<file path="src/rtl/sram_port_arbiter.sv">
// sram_port_arbiter: zero-fills a single-port SRAM after reset, then round-robin shares its port between two requesters
module sram_port_arbiter #(
    parameter int ADDR_W     = 12,
    parameter int DATA_W     = 256,
    parameter int MASK_W     = 16,
    parameter int RESP_DEPTH = 2,
    parameter bit INIT_EN    = 1'b1
) (
    input  logic                clock,
    input  logic                reset,
    input  logic [1:0]          req_valid,
    output logic [1:0]          req_ready,
    input  logic [1:0]          req_write,
    input  logic [2*ADDR_W-1:0] req_addr,
    input  logic [2*MASK_W-1:0] req_mask,
    input  logic [2*DATA_W-1:0] req_wdata,
    output logic [1:0]          resp_valid,
    input  logic [1:0]          resp_ready,
    output logic [2*DATA_W-1:0] resp_rdata,
    output logic                init_done,
    output logic                mem_en,
    output logic                mem_wmode,
    output logic [ADDR_W-1:0]   mem_addr,
    output logic [MASK_W-1:0]   mem_wmask,
    output logic [DATA_W-1:0]   mem_wdata,
    input  logic [DATA_W-1:0]   mem_rdata
);
    localparam int PW = RESP_DEPTH > 1 ? $clog2(RESP_DEPTH) : 1;
    localparam int CW = $clog2(RESP_DEPTH + 1);

    typedef enum logic {S_INIT, S_RUN} state_t;

    state_t            state_q, state_d;
    logic [ADDR_W-1:0] cnt_q, cnt_d;
    logic              rr_q, rr_d;
    logic [1:0]        infl_q, infl_d;
    logic              wmode_q;
    logic [ADDR_W-1:0] addr_q;
    logic [MASK_W-1:0] mask_q;
    logic [DATA_W-1:0] wdata_q;
    logic [CW-1:0]     occ_q [2];
    logic [CW-1:0]     occ_d [2];
    logic [PW-1:0]     rptr_q [2];
    logic [PW-1:0]     rptr_d [2];
    logic [PW-1:0]     wptr_q [2];
    logic [PW-1:0]     wptr_d [2];
    logic [DATA_W-1:0] buf_q [2][RESP_DEPTH];
    logic [DATA_W-1:0] buf_d [2][RESP_DEPTH];
    logic              in_init, in_run, gnt_any, gnt;
    logic [1:0]        elig, pop;

    // Arbitrate eligible ports and drive the macro from the init sweep or the granted port
    always_comb begin
        in_init = !reset && state_q == S_INIT;
        in_run  = !reset && state_q == S_RUN;
        for (int p = 0; p < 2; p++)
            elig[p] = in_run && req_valid[p] && (req_write[p] || int'(occ_q[p]) + int'(infl_q[p]) < RESP_DEPTH);
        gnt_any   = |elig;
        gnt       = &elig ? rr_q : elig[1];
        req_ready = gnt_any ? 2'b01 << gnt : 2'b00;
        init_done = in_run;
        mem_en    = in_init || gnt_any;
        mem_wmode = in_init ? 1'b1 : gnt_any ? req_write[gnt] : wmode_q;
        mem_addr  = in_init ? cnt_q : gnt_any ? (gnt ? req_addr[ADDR_W +: ADDR_W] : req_addr[0 +: ADDR_W]) : addr_q;
        mem_wmask = in_init ? '1 : gnt_any ? (gnt ? req_mask[MASK_W +: MASK_W] : req_mask[0 +: MASK_W]) : mask_q;
        mem_wdata = in_init ? '0 : gnt_any ? (gnt ? req_wdata[DATA_W +: DATA_W] : req_wdata[0 +: DATA_W]) : wdata_q;
    end

    // Next state for the init sweep, round-robin pointer, in-flight reads and response FIFOs
    always_comb begin
        state_d = state_q;
        cnt_d   = cnt_q;
        if (state_q == S_INIT) begin
            cnt_d = cnt_q + ADDR_W'(1);
            if (&cnt_q) state_d = S_RUN;
        end
        rr_d   = gnt_any ? !gnt : rr_q;
        infl_d = gnt_any && !req_write[gnt] ? 2'b01 << gnt : 2'b00;
        buf_d  = buf_q;
        for (int p = 0; p < 2; p++) begin
            resp_valid[p] = !reset && occ_q[p] != '0;
            resp_rdata[p*DATA_W +: DATA_W] = buf_q[p][rptr_q[p]];
            pop[p]    = resp_valid[p] && resp_ready[p];
            rptr_d[p] = pop[p] ? (rptr_q[p] == PW'(RESP_DEPTH - 1) ? '0 : rptr_q[p] + PW'(1)) : rptr_q[p];
            wptr_d[p] = infl_q[p] ? (wptr_q[p] == PW'(RESP_DEPTH - 1) ? '0 : wptr_q[p] + PW'(1)) : wptr_q[p];
            occ_d[p]  = occ_q[p] + CW'(infl_q[p]) - CW'(pop[p]);
            if (infl_q[p]) buf_d[p][wptr_q[p]] = mem_rdata;
        end
    end

    // Control state; reset restarts the sweep and drops queued and in-flight reads
    always_ff @(posedge clock) begin
        if (reset) begin
            state_q <= INIT_EN ? S_INIT : S_RUN;
            cnt_q   <= '0;
            rr_q    <= 1'b0;
            infl_q  <= 2'b00;
            for (int p = 0; p < 2; p++) begin
                occ_q[p]  <= '0;
                rptr_q[p] <= '0;
                wptr_q[p] <= '0;
            end
        end else begin
            state_q <= state_d;
            cnt_q   <= cnt_d;
            rr_q    <= rr_d;
            infl_q  <= infl_d;
            occ_q   <= occ_d;
            rptr_q  <= rptr_d;
            wptr_q  <= wptr_d;
        end
    end

    // Response storage and held macro drive need no reset; occupancy decides validity
    always_ff @(posedge clock) begin
        buf_q   <= buf_d;
        wmode_q <= mem_wmode;
        addr_q  <= mem_addr;
        mask_q  <= mem_wmask;
        wdata_q <= mem_wdata;
    end

    // Eligibility gating must keep every response FIFO from overflowing
    always_ff @(posedge clock) begin
        for (int p = 0; p < 2; p++)
            if (!reset) assert (!(infl_q[p] && !pop[p] && occ_q[p] == CW'(RESP_DEPTH)));
    end
endmodule

</file>
<file path="config.mk">
export PLATFORM = sky130hd
export DESIGN_NAME = sram_port_arbiter
export DESIGN_NICKNAME = d
export VERILOG_FILES = /design/src/rtl/sram_port_arbiter.sv
export SDC_FILE = /design/constraint.sdc
export NUM_CORES = 2
export LEC_CHECK = 0
export CORE_AREA = 2 2 630 632
export CTS_BUF_LIST = sky130_fd_sc_hd__clkbuf_16
export DETAILED_ROUTE_END_ITERATION = 7
export DIE_AREA = 0 0 632 634
export GPL_ROUTABILITY_DRIVEN = 0
export SKIP_LAST_GASP = 1
export SYNTH_ARGS = -nofsm -noshare
export SYNTH_HDL_FRONTEND = slang
export SYNTH_SLANG_ARGS = --single-unit
</file>
<file path="constraint.sdc">
create_clock -name clock -period 15.04 [get_ports clock]
set_input_delay 3.008 -clock clock [delete_from_list [all_inputs] [get_ports clock]]
set_output_delay 3.008 -clock clock [all_outputs]
set_load 0.01 [all_outputs]
</file>
# Word-level counts from Yosys, hierarchy flattened
# Cells that the tools add are included.
totals:
  input_bits: 832
  latch_bits: 0
  mem_count: 0
  mem_bits_ro: 0
  regBits: 1333
  out_inout_bits: 803
  mem_bits_rw: 0
  wordCells: 103
classes:
  muxes: 33
  reduce_logical: 25
  bitwise_logic: 6
  shifts: 1
  n_eq_ne: 0
  magnitude_cmp: 9
  div: 0
  addsub: 11
  multipliers: 0
op_table:
  columns: ["cell", "count"]
  rows:
  - ["$mux 256", 11]
  - ["$bwmux 512", 2]
  - ["$demux 256 s1", 2]
  - ["$mux 16", 3]
  - ["$mux 12", 3]
  - ["$logic_and 1x1->1", 13]
  - ["$add 12x1->12 const B", 1]
  - ["$reduce_and 12->1", 1]
  - ["$mux 1", 11]
  - ["$ge 2x2->1 const B", 4]
  - ["$not 1->2", 4]
  - ["$add 2x1->3", 2]
  - ["$lt 3x2->1 const B", 2]
  - ["$add 1x1->1 const B", 4]
  - ["$add 2x1->2", 2]
  - ["$lt 2x1->1 const B", 2]
  - ["$reduce_bool 2->1", 2]
  - ["$reduce_or 2->1", 2]
  - ["$sub 2x1->2", 2]
  - ["$logic_not 1->1", 3]
  - ["$logic_or 1x1->1", 3]
  - ["$lt 1x2->1 const B", 1]
  - ["$mux 2", 1]
  - ["$not 1->1", 2]
  - ["other kinds (2)", 2]

# Depth between registers and ports, before layout
depth:
  ltp_word: 12
  mapped_depth: 9
  depth_no_buf: 9

# Worst setup path before layout
# No wires, ideal clock.
synth_timing:
  path_type: "reg-to-reg"
  startpoint: "register, netlist name wptr_q[1]"
  endpoint: "register buf_q[1000] in the netlist's numbering (enable)"
  path_stages_with_launch: 2
  slack_ps: 2524
  setup_time_ps: 908
  period_less_slack_ps: 12516
  n_path_buf: 0
  required_ps: 14132
  arrival_ps: 11608
  path_cell_list: "dfxtp_1 nor2b_1"
synth_rtl:
  columns: ["element", "line_no", "rtl"]
  rows:
  - ["end signal, assigned", "116", "buf_q <= buf_d;"]
  - ["end, declared", "47", "logic [DATA_W-1:0] buf_q [2][RESP_DEPTH];"]

# Worst setup path in the final report
layout_timing:
  startpoint: "input port reset"
  endpoint: "output port mem_wdata[119]"
layout_between:
  elab_chain_cells: 9
layout_lines:
  columns: ["element", "line_no", "rtl"]
  rows:
  - ["start, declared", "10", "input logic reset,"]
  - ["$logic_not 1->1 (*)", null, null]
  - ["$logic_and 1x1->1", "55", "in_run = !reset && state_q == S_RUN;"]
  - ["$logic_and 1x1->1 (2 in series)", "57", "elig[p] = in_run && req_valid[p] && (req_write[p] || int'(occ_q[p]) + int'(infl_q[p]) < RESP_DEPTH);"]
  - ["$reduce_and 2->1", "59", "gnt = &elig ? rr_q : elig[1];"]
  - ["$mux 1", "59", null]
  - ["$mux 256 (2 in series)", "66", "mem_wdata = in_init ? '0 : gnt_any ? (gnt ? req_wdata[DATA_W +: DATA_W] : req_wdata[0 +: DATA_W]) : wdata_q;"]
  - ["$mux 256 (*)", "66", null]
  - ["end, declared", "25", "output logic [DATA_W-1:0] mem_wdata,"]
# Mark *: on every way between the ends. The rest lies on a longest branch, timed or not.

==> metrics.log <==
[metrics] result of the run: completed
[metrics] Max stage delay on crit path: 0.77 ns
[metrics] number of warnings reported in the yosys synthesis log: 0
[metrics] library cell with the highest instance count after synthesis: sky130_fd_sc_hd__edfxtp_1
[metrics] crit share post-route: 73.3%
[metrics] number of antenna violations at the first check in global routing: 178
[metrics] largest area contributor in the netlist: sky130_fd_sc_hd__edfxtp_1
[metrics] ratio of cells with drive above 1 in the final layout: 17.1%
[metrics] Filler cells: 42,352
[metrics] type of the setup path with the least slack: in2out
[metrics] HPWL after detailed placement: 281,000 um
[metrics] CTS tree: done
[metrics] largest family of logic cells by synthesized area: multiplexers
[metrics] Hold Path Class: reg2reg
[metrics] count of maximum capacitance violations: 0
[metrics] Tot GR Track Use: 16.1%
[metrics] 1st-pass router iterations: 6
[metrics] async set-or-reset flop fraction in the synthesized netlist: 0%
[metrics] share of the synthesized netlist area taken by xor and xnor gates: 0.321%
[metrics] post-route ant nets: 0
[metrics] Mapped Avg Cell Area: 16.3 sq um
[metrics] first-pass GRT wire length: 412,000 um
[metrics] internal power contribution: 6.33 mW
[metrics] Remaining Overflow, GRT: 0
[metrics] Post-Route Utilization: 19.5%
[metrics] Clock H-tree levels: 4
[metrics] arrival time at the worst endpoint: 8.01 ns
[metrics] setup repair after global routing missed its margin: no
[metrics] sequential-to-total area share from yosys stat: 75.2%
[metrics] Synth Area in Compound Gates: 7.68%
[metrics] fraction of synthesized area in multiplexers: 11.8%
[metrics] maximum number of pins on one net before global-route repair: 164
[metrics] via count of the routed design: 36,155
[metrics] layout overhead on the synthesized area: 56.8%
[metrics] post-route setup TNS: 0 ns
[metrics] commonest register cell after synthesis: sky130_fd_sc_hd__edfxtp_1
[metrics] width of the die: 632 um
[metrics] critical path capture point type: output port
[metrics] Worst-path clk slew: 0.05 ns
[metrics] Power per Cell Area: 107 mW/mm^2
[metrics] Mapped Area: 0.0491 sq mm
[metrics] boundary pin count: 1,635
[metrics] TritonCTS sink count: 1,333
[metrics] height of the chip: 634 um
[metrics] maximum root-to-sink buffer count: 4
[metrics] CP required: 12.03 ns
[metrics] master of the slowest instance on the critical path: sky130_fd_sc_hd__buf_4
[metrics] post-CTS resize count: 0
[metrics] detail-routed via count per cell: 3.56
[metrics] DR DRC count: 0
[metrics] top cell types by occurrence after synthesis: sky130_fd_sc_hd__edfxtp_1 (1,024), sky130_fd_sc_hd__mux2_2 (512), sky130_fd_sc_hd__nand2_1 (322), sky130_fd_sc_hd__dfxtp_1 (309), sky130_fd_sc_hd__a21oi_1 (262)
[metrics] min setup slack post-route: 4.02 ns
[metrics] Finish-stage setup viols: 0
[metrics] Combinational Power Share: 4.7%
[metrics] NetSw: 1.87 mW
[metrics] detailed-route wire length per cell: 33.5 um
[metrics] quantity of hold-fixing buffers added after cts: 0
[metrics] power share of the sequential group: 48.3%
[metrics] Post-CTS Setup Bufs: 0
[metrics] Critical Path Start Type: input pin
[metrics] dominant cells by area after synthesis: sky130_fd_sc_hd__edfxtp_1 (63%), sky130_fd_sc_hd__dfxtp_1 (13%), sky130_fd_sc_hd__mux2_2 (12%)
[metrics] max-slew violation total from the final report: 0
[metrics] area fraction of the dominant cell type after synthesis: 62.6%
[metrics] final critical-path required period: 11.02 ns
[metrics] Nets: 5,499
[metrics] Simple-Gate Fraction of Synth Area: 3.06%
[metrics] placeable core region: 0.394 sq mm
[metrics] final hold viol count: 0
[metrics] Max transition margin: 19.9%
[metrics] floorplan die area: 0.401 sq mm
[metrics] Worst Hold Depth: 2
[metrics] row cnt: 231
[metrics] setup slack at placement: 4.00 ns
[metrics] Critical Path, Cell by Cell: clkdlybuf4s50_1 -> buf_4 -> nor2b_4 -> o211a_4 -> o21ai_4 -> clkinv_8 -> buf_4 -> a22oi_1 -> a21oi_1 -> clkdlybuf4s50_1
[metrics] IR drop worst, VDD: 96.9 uV
[metrics] standby leakage power: 23.6 nW
[metrics] clock root buffer: sky130_fd_sc_hd__clkbuf_16
[metrics] finished layout cell area: 0.0770 sq mm
[metrics] FF+latch count, synth: 1,333
[metrics] adder-cell area share of the yosys netlist: 0.127%
[metrics] count of input and output buffers: 1,634
[metrics] Max Fanout on Critical Path: 163
[metrics] number of buffers added by the clock tree synthesis step: 162
[metrics] Synth Instances: 3,010
[metrics] Cell variety after synth: 41
[metrics] post-detailed-placement cell area: 0.0716 sq mm
[metrics] Slew @ Worst Pin: 1.20 ns
[metrics] final WL: 339,000 um
[metrics] total nets after synthesis: 3,847
[metrics] initial detailed-routing violation count: 3,226
[metrics] Fin Clk Skew: 0.0982 ns
[metrics] vias in the first global route: 35,729
[metrics] R2R cell count: 7
[metrics] Switching Share: 22.8%
[metrics] share of power burned in the clock network: 47.1%
[metrics] later-pin clock latency in the skew report: 0.90 ns
[metrics] Post-synth EDFFs: 1,024
[metrics] Initial Util: 12.5%
[metrics] highest attainable clock frequency: 90.7 MHz
-- cell usage in the layout, fill, tap and decap left out, types with 7 or more instances in the layout --
cell	netlist	layout
sky130_fd_sc_hd__nor2_1	29	27
sky130_fd_sc_hd__clkdlybuf4s50_1	0	1634
sky130_fd_sc_hd__inv_6	0	8
sky130_fd_sc_hd__a32oi_1	7	7
sky130_fd_sc_hd__xor2_1	8	8
sky130_fd_sc_hd__dfxtp_1	309	307
sky130_fd_sc_hd__bufinv_16	0	10
sky130_fd_sc_hd__a221o_1	11	11
sky130_fd_sc_hd__inv_1	5	27
sky130_fd_sc_hd__mux2_2	512	512
sky130_fd_sc_hd__a22oi_1	249	249
sky130_fd_sc_hd__a221oi_2	13	13
sky130_fd_sc_hd__xnor2_1	10	10
sky130_fd_sc_hd__edfxtp_1	1024	1024
sky130_fd_sc_hd__clkinv_1	0	30
sky130_fd_sc_hd__clkinv_2	0	28
sky130_fd_sc_hd__clkinv_4	0	9
sky130_fd_sc_hd__diode_2	0	123
sky130_fd_sc_hd__clkbuf_16	0	164
sky130_fd_sc_hd__o22a_1	10	10
sky130_fd_sc_hd__buf_4	14	40
sky130_fd_sc_hd__a21oi_1	262	262
sky130_fd_sc_hd__nand2_1	322	322
-- final cells by class --
| type | instances | area [sq um] | area share (%) |
|---|---|---|---|
| Sequential cell | 1333 | 36900 | 48.0 |
| Timing Repair Buffer | 1678 | 16700 | 21.7 |
| Multi-Input combinational cell | 1481 | 11300 | 14.7 |
| Tap cell | 5242 | 6560 | 8.52 |
| Clock buffer | 164 | 4100 | 5.33 |
| Clock inverter | 121 | 1020 | 1.32 |
| Antenna cell | 123 | 308 | 0.400 |
| Inverter | 6 | 35.0 | 0.0455 |
-- worst max-delay path: cells and delay by family --
family	cells	cell delay (ns)
AO/OA/AOI/OAI	4	1.37
AND/OR/NAND/NOR	1	0.22
buffers and inverters	5	2.93
-- per-layer routing --
metal	track usage (%)	part of all wire, %	vias up
met4	9.14	6.0	28
met1	15.9	33	18477
met2	29.1	52	2043
met3	5.79	9.0	626
li1	-	-	14981
met5	0	0.060	-
-- state kept, by name (all words and copies together) (netlist names) --
name,flops
buf_q,1024
wdata_q,256
mask_q,16
addr_q,12
cnt_q,12
occ_q,4
infl_q,2
rptr_q,2
wptr_q,2
rr_q,1
state_q,1
wmode_q,1
-- through the flow --
stage | cells | hold slack (ns) | total power [mW]
after floorplan | 3010 | 0.484 | 4.06
after global placement | 9740 | 0.455 | 4.42
after detailed placement | 9740 | 0.468 | 4.43
after CTS | 10025 | 0.481 | 8.34
after global routing | 10120 | 0.501 | 8.46
final | 10148 | 0.482 | 8.21
-- final timing paths --
| path | startpoint | endpoint | slack (ns) |
|---|---|---|---|
| max reg2reg | state_q | wdata_q[119] | 10.85 |
| max | reset | mem_wdata[119] | 4.02 |
| min reg2reg | mask_q[11] | mask_q[11] | 0.48 |
| min | mask_q[11] | mask_q[11] | 0.48 |
-- power by group through the flow --
| stage | combinational, mW | sequential (mW) | clock [mW] |
|---|---|---|---|
| detailed placement | 0.386 | 4.04 | 0 |
| CTS | 0.390 | 3.96 | 3.99 |
| floorplan | 0.0224 | 4.04 | 0 |
| global route | 0.396 | 3.96 | 4.11 |
| finish | 0.382 | 3.96 | 3.86 |
| global placement | 0.382 | 4.04 | 0 |
-- logic make-up (layout without fill, tap and decap cells) --
kind of cell    after synthesis  after routing
simple gates                380            380
mux                         513            513
other cells                   0            123
fa+ha+maj                     5              5
xor+xnor                     18             18
buf+inv                     196           1969
flops                      1333           1333
compound gates              565            565
Note: power is estimated with default switching activity, not from simulation.
